### src/rtl/quiz_result_scoreboard_pkg.sv
// Shared definitions for the quiz result scoreboard.
// Holds the quiz-family default widths and the scoreboard state encoding.
// The encoding is fixed so it matches the rest of the quiz harness:
// IDLE=0, RUN=1, DONE=2.
package quiz_result_scoreboard_pkg;

    // Default widths for the quiz family: a 2-to-4 decoder under test.
    localparam int DEF_IN_W    = 2;
    localparam int DEF_OUT_W   = 4;
    localparam int DEF_NUM_VEC = 16;
    localparam int DEF_CNT_W   = 8;

    typedef enum logic [1:0] {
        ST_IDLE = 2'd0,
        ST_RUN  = 2'd1,
        ST_DONE = 2'd2
    } state_t;

endpackage

### src/rtl/quiz_result_scoreboard_sat_counter.sv
// Saturating up-counter with synchronous clear.
// Ports:
//   clk   - rising-edge clock
//   rst   - synchronous active-high reset (count -> 0)
//   clear - synchronous clear, takes priority over en
//   en    - increment by one when not already at all-ones
//   count - current count, sticks at 2**W-1 instead of wrapping
module sat_counter #(
    parameter int W = 8
) (
    input  logic         clk,
    input  logic         rst,
    input  logic         clear,
    input  logic         en,
    output logic [W-1:0] count
);

    always_ff @(posedge clk) begin
        if (rst || clear) begin
            count <= '0;
        end else if (en && (count != '1)) begin
            count <= count + W'(1);
        end
    end

endmodule

### src/rtl/quiz_result_scoreboard.sv
// Quiz result scoreboard.
// Compares the golden decoder output against the student decoder output for a
// fixed-length window of NUM_VEC valid vectors. It counts matches and
// mismatches, remembers the first failing vector, and reports a pass/fail
// verdict once the window is complete.
// Ports:
//   sys_clk, sys_rst       - clock and synchronous active-high reset
//   start                  - one-cycle request to open a window (ignored in RUN)
//   vec_valid              - vec_in/b_true/b_test are valid this cycle
//   vec_in, b_true, b_test - stimulus, golden output, student output
//   busy, done, pass       - window running / window finished / zero mismatches
//   match_cnt, mismatch_cnt- saturating result counters
//   fail_seen, first_fail_*- capture of the first mismatching vector
module quiz_result_scoreboard
    import quiz_result_scoreboard_pkg::*;
#(
    parameter int IN_W    = DEF_IN_W,
    parameter int OUT_W   = DEF_OUT_W,
    parameter int NUM_VEC = DEF_NUM_VEC,
    parameter int CNT_W   = DEF_CNT_W
) (
    input  logic             sys_clk,
    input  logic             sys_rst,
    input  logic             start,
    input  logic             vec_valid,
    input  logic [IN_W-1:0]  vec_in,
    input  logic [OUT_W-1:0] b_true,
    input  logic [OUT_W-1:0] b_test,
    output logic             busy,
    output logic             done,
    output logic             pass,
    output logic [CNT_W-1:0] match_cnt,
    output logic [CNT_W-1:0] mismatch_cnt,
    output logic             fail_seen,
    output logic [IN_W-1:0]  first_fail_vec,
    output logic [OUT_W-1:0] first_fail_true,
    output logic [OUT_W-1:0] first_fail_test
);

    // Sample count value on which the final sample of the window is taken.
    localparam logic [CNT_W-1:0] LAST_SAMPLE = CNT_W'(NUM_VEC - 1);

    state_t           state;
    state_t           state_next;
    logic [CNT_W-1:0] sample_cnt;
    logic             start_window;
    logic             sample_en;
    logic             is_match;

    // A window can only be opened from IDLE or DONE; a start seen while
    // running is dropped. Sampling only happens in RUN, so a vector that
    // arrives together with start is never counted.
    assign start_window = start && (state != ST_RUN);
    assign sample_en    = vec_valid && (state == ST_RUN);

    // An unknown comparison result falls into the else branch, so X/Z on
    // b_test is scored as a mismatch.
    always_comb begin
        is_match = 1'b0;
        if (b_true == b_test) begin
            is_match = 1'b1;
        end
    end

    always_ff @(posedge sys_clk) begin
        if (sys_rst) begin
            state <= ST_IDLE;
        end else begin
            state <= state_next;
        end
    end

    // RUN ends on the same edge that takes the last sample, so done rises
    // one cycle after the final valid vector.
    always_comb begin
        state_next = state;
        case (state)
            ST_IDLE: if (start) state_next = ST_RUN;
            ST_RUN:  if (sample_en && (sample_cnt == LAST_SAMPLE)) state_next = ST_DONE;
            ST_DONE: if (start) state_next = ST_RUN;
            default: state_next = ST_IDLE;
        endcase
    end

    // Sample counter plus first-failure capture. Only the first mismatch of
    // a window is latched; later ones leave the captured fields alone.
    always_ff @(posedge sys_clk) begin
        if (sys_rst || start_window) begin
            sample_cnt      <= '0;
            fail_seen       <= 1'b0;
            first_fail_vec  <= '0;
            first_fail_true <= '0;
            first_fail_test <= '0;
        end else if (sample_en) begin
            sample_cnt <= sample_cnt + CNT_W'(1);
            if (!is_match && !fail_seen) begin
                fail_seen       <= 1'b1;
                first_fail_vec  <= vec_in;
                first_fail_true <= b_true;
                first_fail_test <= b_test;
            end
        end
    end

    sat_counter #(.W(CNT_W)) u_match_cnt (
        .clk   (sys_clk),
        .rst   (sys_rst),
        .clear (start_window),
        .en    (sample_en && is_match),
        .count (match_cnt)
    );

    sat_counter #(.W(CNT_W)) u_mismatch_cnt (
        .clk   (sys_clk),
        .rst   (sys_rst),
        .clear (start_window),
        .en    (sample_en && !is_match),
        .count (mismatch_cnt)
    );

    assign busy = (state == ST_RUN);
    assign done = (state == ST_DONE);
    assign pass = done && (mismatch_cnt == '0);

endmodule
### config.mk
export PLATFORM = sky130hd
export DESIGN_NAME = quiz_result_scoreboard
export DESIGN_NICKNAME = d
export VERILOG_FILES = /design/src/rtl/quiz_result_scoreboard_pkg.sv /design/src/rtl/quiz_result_scoreboard_sat_counter.sv /design/src/rtl/quiz_result_scoreboard.sv
export SDC_FILE = /design/constraint.sdc
export NUM_CORES = 1
export LEC_CHECK = 0
export ABC_AREA = 1
export CORE_ASPECT_RATIO = 1.4
export CORE_UTILIZATION = 40
export DETAILED_ROUTE_END_ITERATION = 12
export DONT_BUFFER_PORTS = 1
export PLACE_DENSITY_LB_ADDON = 0.15
export SLEW_MARGIN = 40
export SYNTH_ARGS = -nofsm -noshare
export SYNTH_HDL_FRONTEND = slang
export SYNTH_HIERARCHICAL = 1
export SYNTH_SLANG_ARGS = --single-unit
### constraint.sdc
create_clock -name sys_clk -period 2 [get_ports sys_clk]
set_input_delay 0.2 -clock sys_clk [delete_from_list [all_inputs] [get_ports sys_clk]]
set_output_delay 0.2 -clock sys_clk [all_outputs]
set_load 0.005 [all_outputs]
# [After elaboration in Yosys (flattened, before gate mapping)]
# Index checks and enable logic that the tools add are counted.
[totals] reg_bits=37 out_inout_bits=30
[op_classes] add_sub_neg=3 n_eq_ne=9 muxes=4 n_reduce_logical=17
[op_table] operator="$add 8x1->8 const B" count=3
[op_table] operator="$ne 8x8->1 const B" count=2
[op_table] operator="$logic_and 1x1->1" count=9
[op_table] operator="$eq 8x4->1 const B" count=1
[op_table] operator="$logic_not 8->1" count=1
[op_table] operator="$ne 2x1->1 const B" count=3
[op_table] operator="$eq 4x4->1" count=1
[op_table] operator="$mux 2" count=2
[op_table] operator="$pmux 2 s2" count=1
[op_table] operator="$reduce_and 2->1" count=2
[op_table] operator="$eq 2x1->1 const B" count=1
[op_table] operator="$eq 2x2->1 const B" count=1
[op_table] operator="$logic_not 1->1" count=2
[op_table] operator="$logic_not 2->1" count=1
[op_table] operator="$reduce_or 2->1" count=1
[op_table] operator="$logic_or 1x1->1" count=1
[op_table] operator="$mux 1" count=1

# [Depth between registers and ports, before layout]
# Gate-level depths: netlist (run 1).
[logic_depth] word_depth=5 depth_mapped=15 ltp_nobuf=14

# [By module]
# The synthesis (run 1) kept the hierarchy.
[modules_own_cells] mod="quiz_result_scoreboard" n_inst=1 cells_per_inst=173 area_per_inst_um2=1113.6
[modules_own_cells] mod="sat_counter" n_inst=2 cells_per_inst=67 area_per_inst_um2=447.9

# [Least setup slack after synthesis (run 1)]
# OpenSTA, ideal clock, no wires.
[synth_timing] path_kind="input-to-reg" startpoint="in b_test[1]" endpoint="reg u_match_cnt.count[4]" arrival_time_ns=1.451 slack_ns=0.434 stages=12 path_buffers=1 path_cell_list="inv_1 -> nand2_1 -> nand2_1 -> nor2_1 -> nand2_1 -> buf_2 -> nor2_1 -> nand2_1 -> nor3_1 -> nand3_1 -> nand2_1 -> nor2_1"
[synth_via] elab_chain_len=4
[synth_lines] element="start, declared" line_no="quiz_result_scoreboard.sv:28" rtl="input logic [OUT_W-1:0] b_test,"
[synth_lines] element="$eq 4x4->1" line_no="quiz_result_scoreboard.sv:60" rtl="if (b_true == b_test) begin"
[synth_lines] element="$mux 1" line_no="quiz_result_scoreboard.sv:60"
[synth_lines] element="$logic_and 1x1->1" line_no="quiz_result_scoreboard.sv:109" rtl=".en (sample_en && is_match),"
[synth_lines] element="$logic_and 1x1->1" line_no="quiz_result_scoreboard_sat_counter.sv:21" rtl="end else if (en && (count != '1)) begin"
[synth_lines] element="end signal, assigned" line_no="quiz_result_scoreboard_sat_counter.sv:22" rtl="count <= count + W'(1);"
[synth_lines] element="end, declared" line_no="quiz_result_scoreboard_sat_counter.sv:15" rtl="output logic [W-1:0] count"
# Every way passes these cells.
# A chain may end at the register's enable or synchronous reset.

# [Final worst setup path (run 1)]
[layout_timing] startpoint="reg state[1]" endpoint="reg sample_cnt[4]"
[layout_lines] element="start, declared" line_no="quiz_result_scoreboard.sv:43" rtl="state_t state;"
[layout_lines] element="start signal, assigned" line_no="quiz_result_scoreboard.sv:69" rtl="state <= state_next;"
[layout_lines] element="$eq 2x1->1"
[layout_lines] element="net busy" line_no="quiz_result_scoreboard.sv:29" rtl="output logic busy,"
[layout_lines] element="$logic_and 1x1->1" line_no="quiz_result_scoreboard.sv:54" rtl="assign sample_en = vec_valid && (state == ST_RUN);"
[layout_lines] element="end signal, assigned" line_no="quiz_result_scoreboard.sv:95" rtl="sample_cnt <= sample_cnt + CNT_W'(1);"
[layout_lines] element="end, declared" line_no="quiz_result_scoreboard.sv:45" rtl="logic [CNT_W-1:0] sample_cnt;"
# The timed path passes the listed nets, and every way through them passes these cells.

==> results.json, run 1 <==
{
  "status": "finished, final reports clean",
  "synthAdderAreaFrac": 0.0187,
  "fillers": 513,
  "reg2reg_from": "state[1]",
  "rr_worst_depth": 6,
  "drv_cap": 0,
  "slew_headroom": 0.438,
  "r2r_end": "sample_cnt[4]",
  "n_antenna_cell": 0,
  "cts_resized": 0,
  "crit_start": "state[1]",
  "ant_nets": 0,
  "synth_cell_types": 28,
  "synth_seq_cells": 37,
  "fin_setup_tns_ns": 0,
  "final_cells": 377,
  "cts_root_buf": "clkbuf_8",
  "vias_per_cell": 4.62,
  "crit_type": "flip-flop to flip-flop",
  "routed_wl_mm": 3.90,
  "syn_inst": 307,
  "cts_max_level": 2,
  "numCtsBuffers": 5,
  "grt_max_degree": 15,
  "rows": 30,
  "grt_pass1_vias": 1601,
  "synth_simple_gate_area_share": 0.407,
  "skew_ns": 0.00567,
  "critPathLaunchType": "flip-flop",
  "finalCriticalPeriod_ns": 1.66,
  "finalHoldViolCount": 0,
  "die_h_um": 85.9,
  "fp.dieW_um": 61.9,
  "synth_top_family_by_area": "simple AND/OR/NAND/NOR gates",
  "ir_drop_mv": 0.375,
  "portBuffers": 0,
  "setup.worst_path.end_class": "flip-flop",
  "worst_pin_slew_ns": 0.840,
  "num_io_pins": 44,
  "routedWlPerCell_um": 10.3,
  "first_pass_iters": 4,
  "mappedNetlistArea_mm2": 0.00201,
  "synth_xor_area_frac": 0,
  "clock_sinks": 37,
  "hold_class": "primary input to flip-flop",
  "die-area_mm2": 0.00532,
  "critical_path_required_ns": 2.18,
  "synth_area_per_cell_um2": 6.55,
  "post_cts_buffers": 0,
  "synthMuxAreaShare": 0,
  "setup_viol": 0,
  "cp_max_fo": 9,
  "syn_to_final_growth_pct": 9.03,
  "clock_latency_ns": 0.28,
  "final_layout_size_suffix_gt1_frac": 0.102,
  "drcViolationCount": 0,
  "syn_nets": 324,
  "crit_end": "sample_cnt[4]",
  "post-route-period-util": 0.828,
  "coreArea_mm2": 0.00484,
  "vias": 1743,
  "hold_slack_ns": 0.0652,
  "clkTransAtPathRegs_ns": 0.07,
  "power_density_mw_per_mm2": 712,
  "fmax_ghz": 0.604,
  "r2r_slack_ns": 0.34,
  "arrival_ns": 1.83,
  "hp-start": "sys_rst",
  "grt_util_all_layers": 0.165,
  "hpwl_mm": 2.93,
  "clockBufferDepth": 2,
  "initial_core_util": 0.415,
  "synth_compound_gate_area_share": 0.0710,
  "cts_tree": "yes",
  "maxSlewViolCount": 0,
  "rsz0062_at_grt": "false",
  "place_congestion": 0.815,
  "cts_hold_buffers": 1,
  "drtIter0Drc": 82,
  "antenna_found_initial": 0,
  "ys_seq_area_frac": 0.369,
  "grt_overflow": 0,
  "yosys_warnings": 6,
  "grt_pass1_wl_mm": 6.65,
  "place_inst": 368,
  "leakagePower_nw": 0.981,
  "final_nets": 329
}
[area by class of cell]
class                      count  area (um^2)  share of cell area
multi-input combinational    206          997               0.455
sequential                    37          741               0.338
tap                           64         80.1              0.0366
timing repair buffer           5         40.0              0.0183
inverter                      57          216              0.0988
clock inverter                 1         30.0              0.0137
clock buffer                   7         86.3              0.0394
[flip-flops by register name (all words and copies together) (netlist names)]
register,cells
u_match_cnt/count,8
fail_seen,1
sample_cnt,8
first_fail_test,4
u_mismatch_cnt/count,8
first_fail_vec,2
first_fail_true,4
state,2
[worst min-delay path by stage]
stage | endpoint | slack, ns | cells after the start
after global placement | state[0] | 0.28 | 1
after CTS | u_mismatch_cnt/count[7] | 0.05 | 3
after floorplan | state[0] | 0.27 | 1
final | u_match_cnt/count[2] | 0.07 | 3
after detailed placement | state[1] | 0.28 | 1
after global routing | u_match_cnt/count[2] | 0.05 | 3
[routing by layer]
| layer | global-route usage | wire length (um) |
|---|---|---|
| met1 | 0.182 | 1720 |
| met2 | 0.278 | 1860 |
| met3 | 0.0573 | 254 |
| met4 | 0.0687 | 62 |
| met5 | 0 | 0 |
[critical path, cell delays in order, from the launching register on]
cell and delay [ns]:
dfxtp_1 0.37, nor2_4 0.07, nor2_1 0.64, nor2_4 0.13
inv_1 0.18, a21oi_1 0.06, o21a_1 0.10
[power breakdown]
part           switching [mW]  internal [mW]
clock                   0.256          0.406
combinational          0.0850         0.0499
sequential             0.0111          0.750
total                   0.352           1.21
[placed cells by master (no fill, tap or decap), types with 6 or more instances in the layout]
cell	instances
a21oi_1	20
nor2_1	46
nand3_1	12
nand4_1	11
nand2_1	86
clkbuf_8	6
inv_1	50
dfxtp_1	37
[synthesized netlist by cell type]
cell type  count  area share
a21oi_1       20       0.050
a31oi_1        2      0.0062
and3_1         1      0.0031
buf_1          1      0.0019
buf_2          2      0.0050
buf_4          1      0.0037
buf_6          3       0.017
clkinv_1       2      0.0037
dfxtp_1       37        0.37
ha_1           3       0.019
inv_1         50       0.093
inv_2          4      0.0075
inv_4          1      0.0031
nand2_1       86        0.16
nand2_2        2      0.0062
nand2_4        1      0.0056
nand3_1       12       0.030
nand3_2        3       0.015
nand3b_2       2       0.011
nand4_1       11       0.034
nor2_1        46       0.086
nor2_2         4       0.012
nor2_4         2       0.011
nor2_8         2       0.020
nor3_1         2      0.0050
nor4_1         2      0.0062
o21a_1         2      0.0075
o21ai_0        3      0.0075
[per-stage QoR]
stage          worst slack, ns  cell area (um^2)   util  total power, mW
2_1_floorplan            0.434              2010      -            0.890
3_3_place_gp             0.401              2060  0.426            0.913
3_5_place_dp             0.356              2060  0.426            0.913
4_1_cts                  0.332              2190  0.452             1.59
5_1_grt                  0.130              2190  0.452             1.65
6_report                 0.345              2190  0.452             1.56
[cell families after synthesis]
logic type	Yosys count
AND/OR/NAND/NOR	176
buffers and inverters	64
flip-flops	37
AO/OA/AOI/OAI	27
adder cells (fa/ha/maj)	3
No activity file was read; power rests on OpenSTA's default activity.
==> run 2: changes to the inputs <==
- clock period: 2 -> 1.49 ns (I/O delays scaled with it)
==> run 2 against run 1 <==
  * Clock skew increased by 0.0047 ns
  * Highest routed layer unchanged
  * Hold slack got worse by 0.022 ns
  * First-iteration DRC count is 1.2% higher
  * Critical endpoint is now pass
  * Clock power is 36% higher
  * Sequential share of layout area shrank 1.6 points
  * Via count up 2.9%
  * Routed wire length rose by 3.4%
==> results.json, run 2 (synthesis results as in run 1) <==
{
  "top_regs": "sample_cnt: 8 flops, u_match_cnt/count: 8 flops, u_mismatch_cnt/count: 8 flops",
  "cts_root_buf": "clkbuf_8",
  "vias_per_cell": 4.62,
  "power_frac_clock": 0.423,
  "final_cell_mix": "86 x nand2_1, 49 x inv_1, 43 x nor2_1",
  "clockBufferDepth": 2,
  "skew_ns": 0.0103,
  "hold_class": "primary input to flip-flop",
  "grt_pass1_vias": 1650,
  "setup_viol": 0,
  "fp.dieW_um": 61.9,
  "drcViolationCount": 0,
  "crit_start": "u_mismatch_cnt/count[5]",
  "crit_type": "flip-flop to primary output",
  "pwr-share-comb": 0.101,
  "drtIter0Drc": 83,
  "r2r_end": "u_mismatch_cnt/count[5]",
  "clock_sinks": 37,
  "fin_setup_tns_ns": 0,
  "grt_overflow": 0,
  "portBuffers": 0,
  "fillers": 512,
  "grt_max_degree": 14,
  "final_layout_size_suffix_gt1_frac": 0.151,
  "num_io_pins": 44,
  "hpwl_mm": 3.04,
  "reg2reg_from": "state[0]",
  "die-area_mm2": 0.00532,
  "arrival_ns": 1.26,
  "place_congestion": 0.751,
  "cp_max_fo": 6,
  "fmax_ghz": 0.709,
  "layout_commonest_cell": "nand2_1",
  "final_nets": 340,
  "ir_drop_mv": 0.401,
  "p_switching_uw": 499,
  "rows": 30,
  "status": "finished, final reports clean",
  "post-place-ws_ns": -0.0579,
  "coreArea_mm2": 0.00484,
  "swShare": 0.233,
  "dpl_cell_area_mm2": 0.00213,
  "finalHoldViolCount": 0,
  "power_density_mw_per_mm2": 928,
  "rr_worst_depth": 11,
  "numCtsBuffers": 5,
  "ant_nets": 0,
  "worst_pin_slew_ns": 0.449,
  "vias": 1794,
  "routed_wl_mm": 4.03,
  "setup.worst_path.end_class": "primary output",
  "internal_power_mw": 1.64,
  "crit_end": "pass",
  "cts_max_level": 2,
  "critPathLaunchType": "flip-flop",
  "grt_pass1_wl_mm": 6.86,
  "place_inst": 377,
  "routedWlPerCell_um": 10.4,
  "syn_to_final_growth_pct": 14.8,
  "critical_path_required_ns": 1.34,
  "cts_tree": "yes",
  "layout_setup_ws_ns": 0.0793,
  "pwr-share-seq": 0.477,
  "slew_headroom": 0.700,
  "drv_cap": 0,
  "n_antenna_cell": 0,
  "maxSlewViolCount": 0,
  "post-route-period-util": 0.947,
  "finalCriticalPeriod_ns": 1.41,
  "first_pass_iters": 4,
  "clock_latency_ns": 0.29,
  "antenna_found_initial": 0,
  "die_h_um": 85.9,
  "grt_util_all_layers": 0.171,
  "leakagePower_nw": 1.03,
  "final_area_mm2": 0.00231,
  "r2r_slack_ns": 0.11,
  "clkTransAtPathRegs_ns": 0.08,
  "final_cells": 388,
  "initial_core_util": 0.415
}
run 2: stage by stage:
step / utilization / power, mW / hold WS, ns
2_1_floorplan: - / 1.19 / 0.218
3_3_place_gp: 0.440 / 1.24 / 0.223
3_5_place_dp: 0.440 / 1.24 / 0.225
4_1_cts: 0.469 / 2.16 / 0.0335
5_1_grt: 0.476 / 2.25 / 0.0348
6_report: 0.476 / 2.14 / 0.0429
run 2: final cells by class:
type | count | area [um^2] | share of cell area
repair buffers | 16 | 125 | 0.0543
inverters | 57 | 216 | 0.0939
clock buffers | 7 | 86.3 | 0.0374
clock inverters | 1 | 30.0 | 0.0130
flip-flops and latches | 37 | 742 | 0.322
multi-input cells | 206 | 1030 | 0.445
well taps | 64 | 80.1 | 0.0347
run 2: power groups by stage:
stage / logic, mW / registers (mW) / clock network, mW
finish: 0.216 / 1.02 / 0.904
global route: 0.251 / 1.02 / 0.972
CTS: 0.212 / 1.02 / 0.933
detailed placement: 0.201 / 1.04 / 0
global placement: 0.201 / 1.04 / 0
floorplan: 0.152 / 1.04 / 0
run 2: worst min path at each step:
stage	slack [ns]	start	to	depth (start not counted)
global placement	0.22	sys_rst	state[1]	1
CTS	0.03	sys_rst	sample_cnt[5]	3
global route	0.03	sys_rst	sample_cnt[5]	3
floorplan	0.22	sys_rst	state[0]	1
detailed placement	0.23	sys_rst	state[1]	1
finish	0.04	sys_rst	sample_cnt[5]	3
run 2: critical path, stage by stage, from the launching register on:
cell and delay (ns):
dfxtp_1 0.38, nor4_1 0.35, and3_1 0.23
run 2: repair_timing:
item / in CTS / in global routing
buffers inserted: 0 / 1
endpoints found under the setup margin: 3 / 11
hold buffers: 2 / 0
endpoints found under the hold margin: 11 / 0
pin swaps: 0 / 1
resized for setup: 1 / 8
run 2: metal layers:
metal	track usage	up-vias	share of wire
met3	0.0694	4	0.072
met4	0.0667	0	0.018
met1	0.177	778	0.42
li1	-	973	-
met2	0.296	39	0.49
met5	0	-	0
==> run 3: changes to the inputs <==
- CORE_UTILIZATION: 40 -> 45
- MAX_ROUTING_LAYER: unset -> met4
==> run 3 against run 2 <==
  * Sequential share of layout area up 0.48 points
  * Count of clock-buffer cells in the layout unchanged
  * Flip-flop and latch count unchanged
  * Combinational power down 3%
  * Final area down 1.5%
  * Critical endpoint unchanged
  * Largest cell class unchanged
  * Largest power group unchanged
==> results.json, run 3 (synthesis results as in run 1) <==
{
  "status": "finished, final reports clean",
  "layout_commonest_cell": "nand2_1",
  "post-route-period-util": 0.958,
  "critPathLaunchType": "flip-flop",
  "antenna_found_initial": 0,
  "drv_cap": 0,
  "grt_max_degree": 14,
  "num_io_pins": 44,
  "critical_path_required_ns": 1.34,
  "final_layout_size_suffix_gt1_frac": 0.161,
  "drcViolationCount": 0,
  "rows": 28,
  "reg2reg_from": "state[0]",
  "setup.worst_path.end_class": "primary output",
  "vias_per_cell": 4.76,
  "initial_core_util": 0.474,
  "maxSlewViolCount": 0,
  "dpl_cell_area_mm2": 0.00213,
  "final_core_util": 0.536,
  "arrival_ns": 1.28,
  "power_density_mw_per_mm2": 852,
  "worst_pin_slew_ns": 0.294,
  "hp-start": "sys_rst",
  "p_switching_uw": 477,
  "routed_wl_mm": 3.95,
  "first_pass_iters": 4,
  "cts_max_level": 2,
  "routedWlPerCell_um": 10.3,
  "final_area_mm2": 0.00227,
  "cp_max_fo": 6,
  "regArea_um2": 742,
  "slew_headroom": 0.803,
  "coreArea_mm2": 0.00424,
  "rsz0062_at_grt": "false",
  "die-area_mm2": 0.00474,
  "r2r_end": "state[0]",
  "final_cell_mix": "83 x nand2_1, 48 x inv_1, 43 x nor2_1",
  "cts_tree": "yes",
  "grt_overflow": 0,
  "skew_ns": 0.00534,
  "clkTransAtPathRegs_ns": 0.07,
  "ant_nets": 0,
  "cts_root_buf": "clkbuf_8",
  "portBuffers": 0,
  "swShare": 0.246,
  "hold_slack_ns": 0.0112,
  "min_to": "u_mismatch_cnt/count[5]",
  "leakagePower_nw": 1.01,
  "hpwl_mm": 2.92,
  "die_h_um": 81.1,
  "finalHoldViolCount": 0,
  "hold_class": "primary input to flip-flop",
  "pwr-share-seq": 0.527,
  "worstHoldPathCells": 3,
  "numCtsBuffers": 5,
  "crit_type": "flip-flop to primary output",
  "clockBufferDepth": 2,
  "setup_viol": 0,
  "grt_pass1_vias": 1704,
  "internal_power_mw": 1.46,
  "power_frac_clock": 0.364,
  "grt_pass1_wl_mm": 6.97,
  "vias": 1817,
  "syn_to_final_growth_pct": 13.1,
  "place_congestion": 0.837,
  "r2r_slack_ns": 0.15,
  "ir_drop_mv": 0.498,
  "rr_worst_depth": 8,
  "n_antenna_cell": 0,
  "pwr-share-comb": 0.109,
  "grt_util_all_layers": 0.195,
  "multi_input_comb_area_mm2": 0.00103,
  "fillers": 444,
  "clock_latency_ns": 0.29,
  "finalCriticalPeriod_ns": 1.43,
  "clock_sinks": 37,
  "final_nets": 339,
  "fp.dieW_um": 58.5,
  "drtIter0Drc": 90,
  "fmax_ghz": 0.700,
  "top_regs": "sample_cnt: 8 flops, u_match_cnt/count: 8 flops, u_mismatch_cnt/count: 8 flops"
}
## run 3: cell count changes in the layout (fill, tap and decap cells not counted), sizes merged
cell    previous run  this run
bufinv             1         0
buf               14        13
## run 3: area by class of cell
cell class | count | share of cell area
clock buffers | 7 | 0.0380
inverters | 57 | 0.0953
repair buffers | 15 | 0.0518
well taps | 60 | 0.0330
multi-input cells | 206 | 0.455
flip-flops and latches | 37 | 0.327
## run 3: critical path: stages, from the launching register on
cell,delay [ns]
dfxtp_1,0.39
nor4_2,0.37
and3_1,0.23
## run 3: worst max path at each step
stage                       startpoint                      end  slack, ns
2_1_floorplan                 state[0]  u_mismatch_cnt/count[4]      -0.04
3_3_place_gp                  state[0]  u_mismatch_cnt/count[4]      -0.03
3_5_place_dp                  state[0]  u_mismatch_cnt/count[4]      -0.03
4_1_cts        u_mismatch_cnt/count[5]                     pass       0.04
5_1_grt        u_mismatch_cnt/count[5]                     pass     0.0007
6_report       u_mismatch_cnt/count[5]                     pass       0.06
## run 3: what timing repair did
item | in CTS | in global routing
buffers inserted | 0 | 0
hold buffers | 1 | 1
gates cloned | 0 | 0
resized for setup | 2 | 11
endpoints found under the hold margin | 3 | 1
setup endpoints to repair | 2 | 8
pin swaps | 0 | 3
## run 3: power groups by stage
| stage | sequential, mW | clock, mW | combinational [mW] |
|---|---|---|---|
| 2_1_floorplan | 1.04 | 0 | 0.152 |
| 3_3_place_gp | 1.04 | 0 | 0.196 |
| 3_5_place_dp | 1.04 | 0 | 0.198 |
| 4_1_cts | 1.02 | 0.746 | 0.205 |
| 5_1_grt | 1.02 | 0.780 | 0.244 |
| 6_report | 1.02 | 0.705 | 0.210 |
## run 3: per-layer routing
metal	track usage	routed length, um	vias to the layer above
li1	-	-	971
met1	0.199	1780	794
met2	0.347	1860	44
met3	0.0589	244	8
met4	0.0714	64	0
met5	-	0	-
## run 3: metrics by stage
stage | cells | setup slack (ns) | power, mW | TNS [ns]
detailed placement | 373 | -0.0270 | 1.24 | -0.0270
finish | 382 | 0.0622 | 1.94 | 0
global route | 382 | 0.000704 | 2.05 | 0
global placement | 373 | -0.0266 | 1.24 | -0.0266
CTS | 381 | 0.0372 | 1.97 | 0
floorplan | 307 | -0.0404 | 1.19 | -0.0958
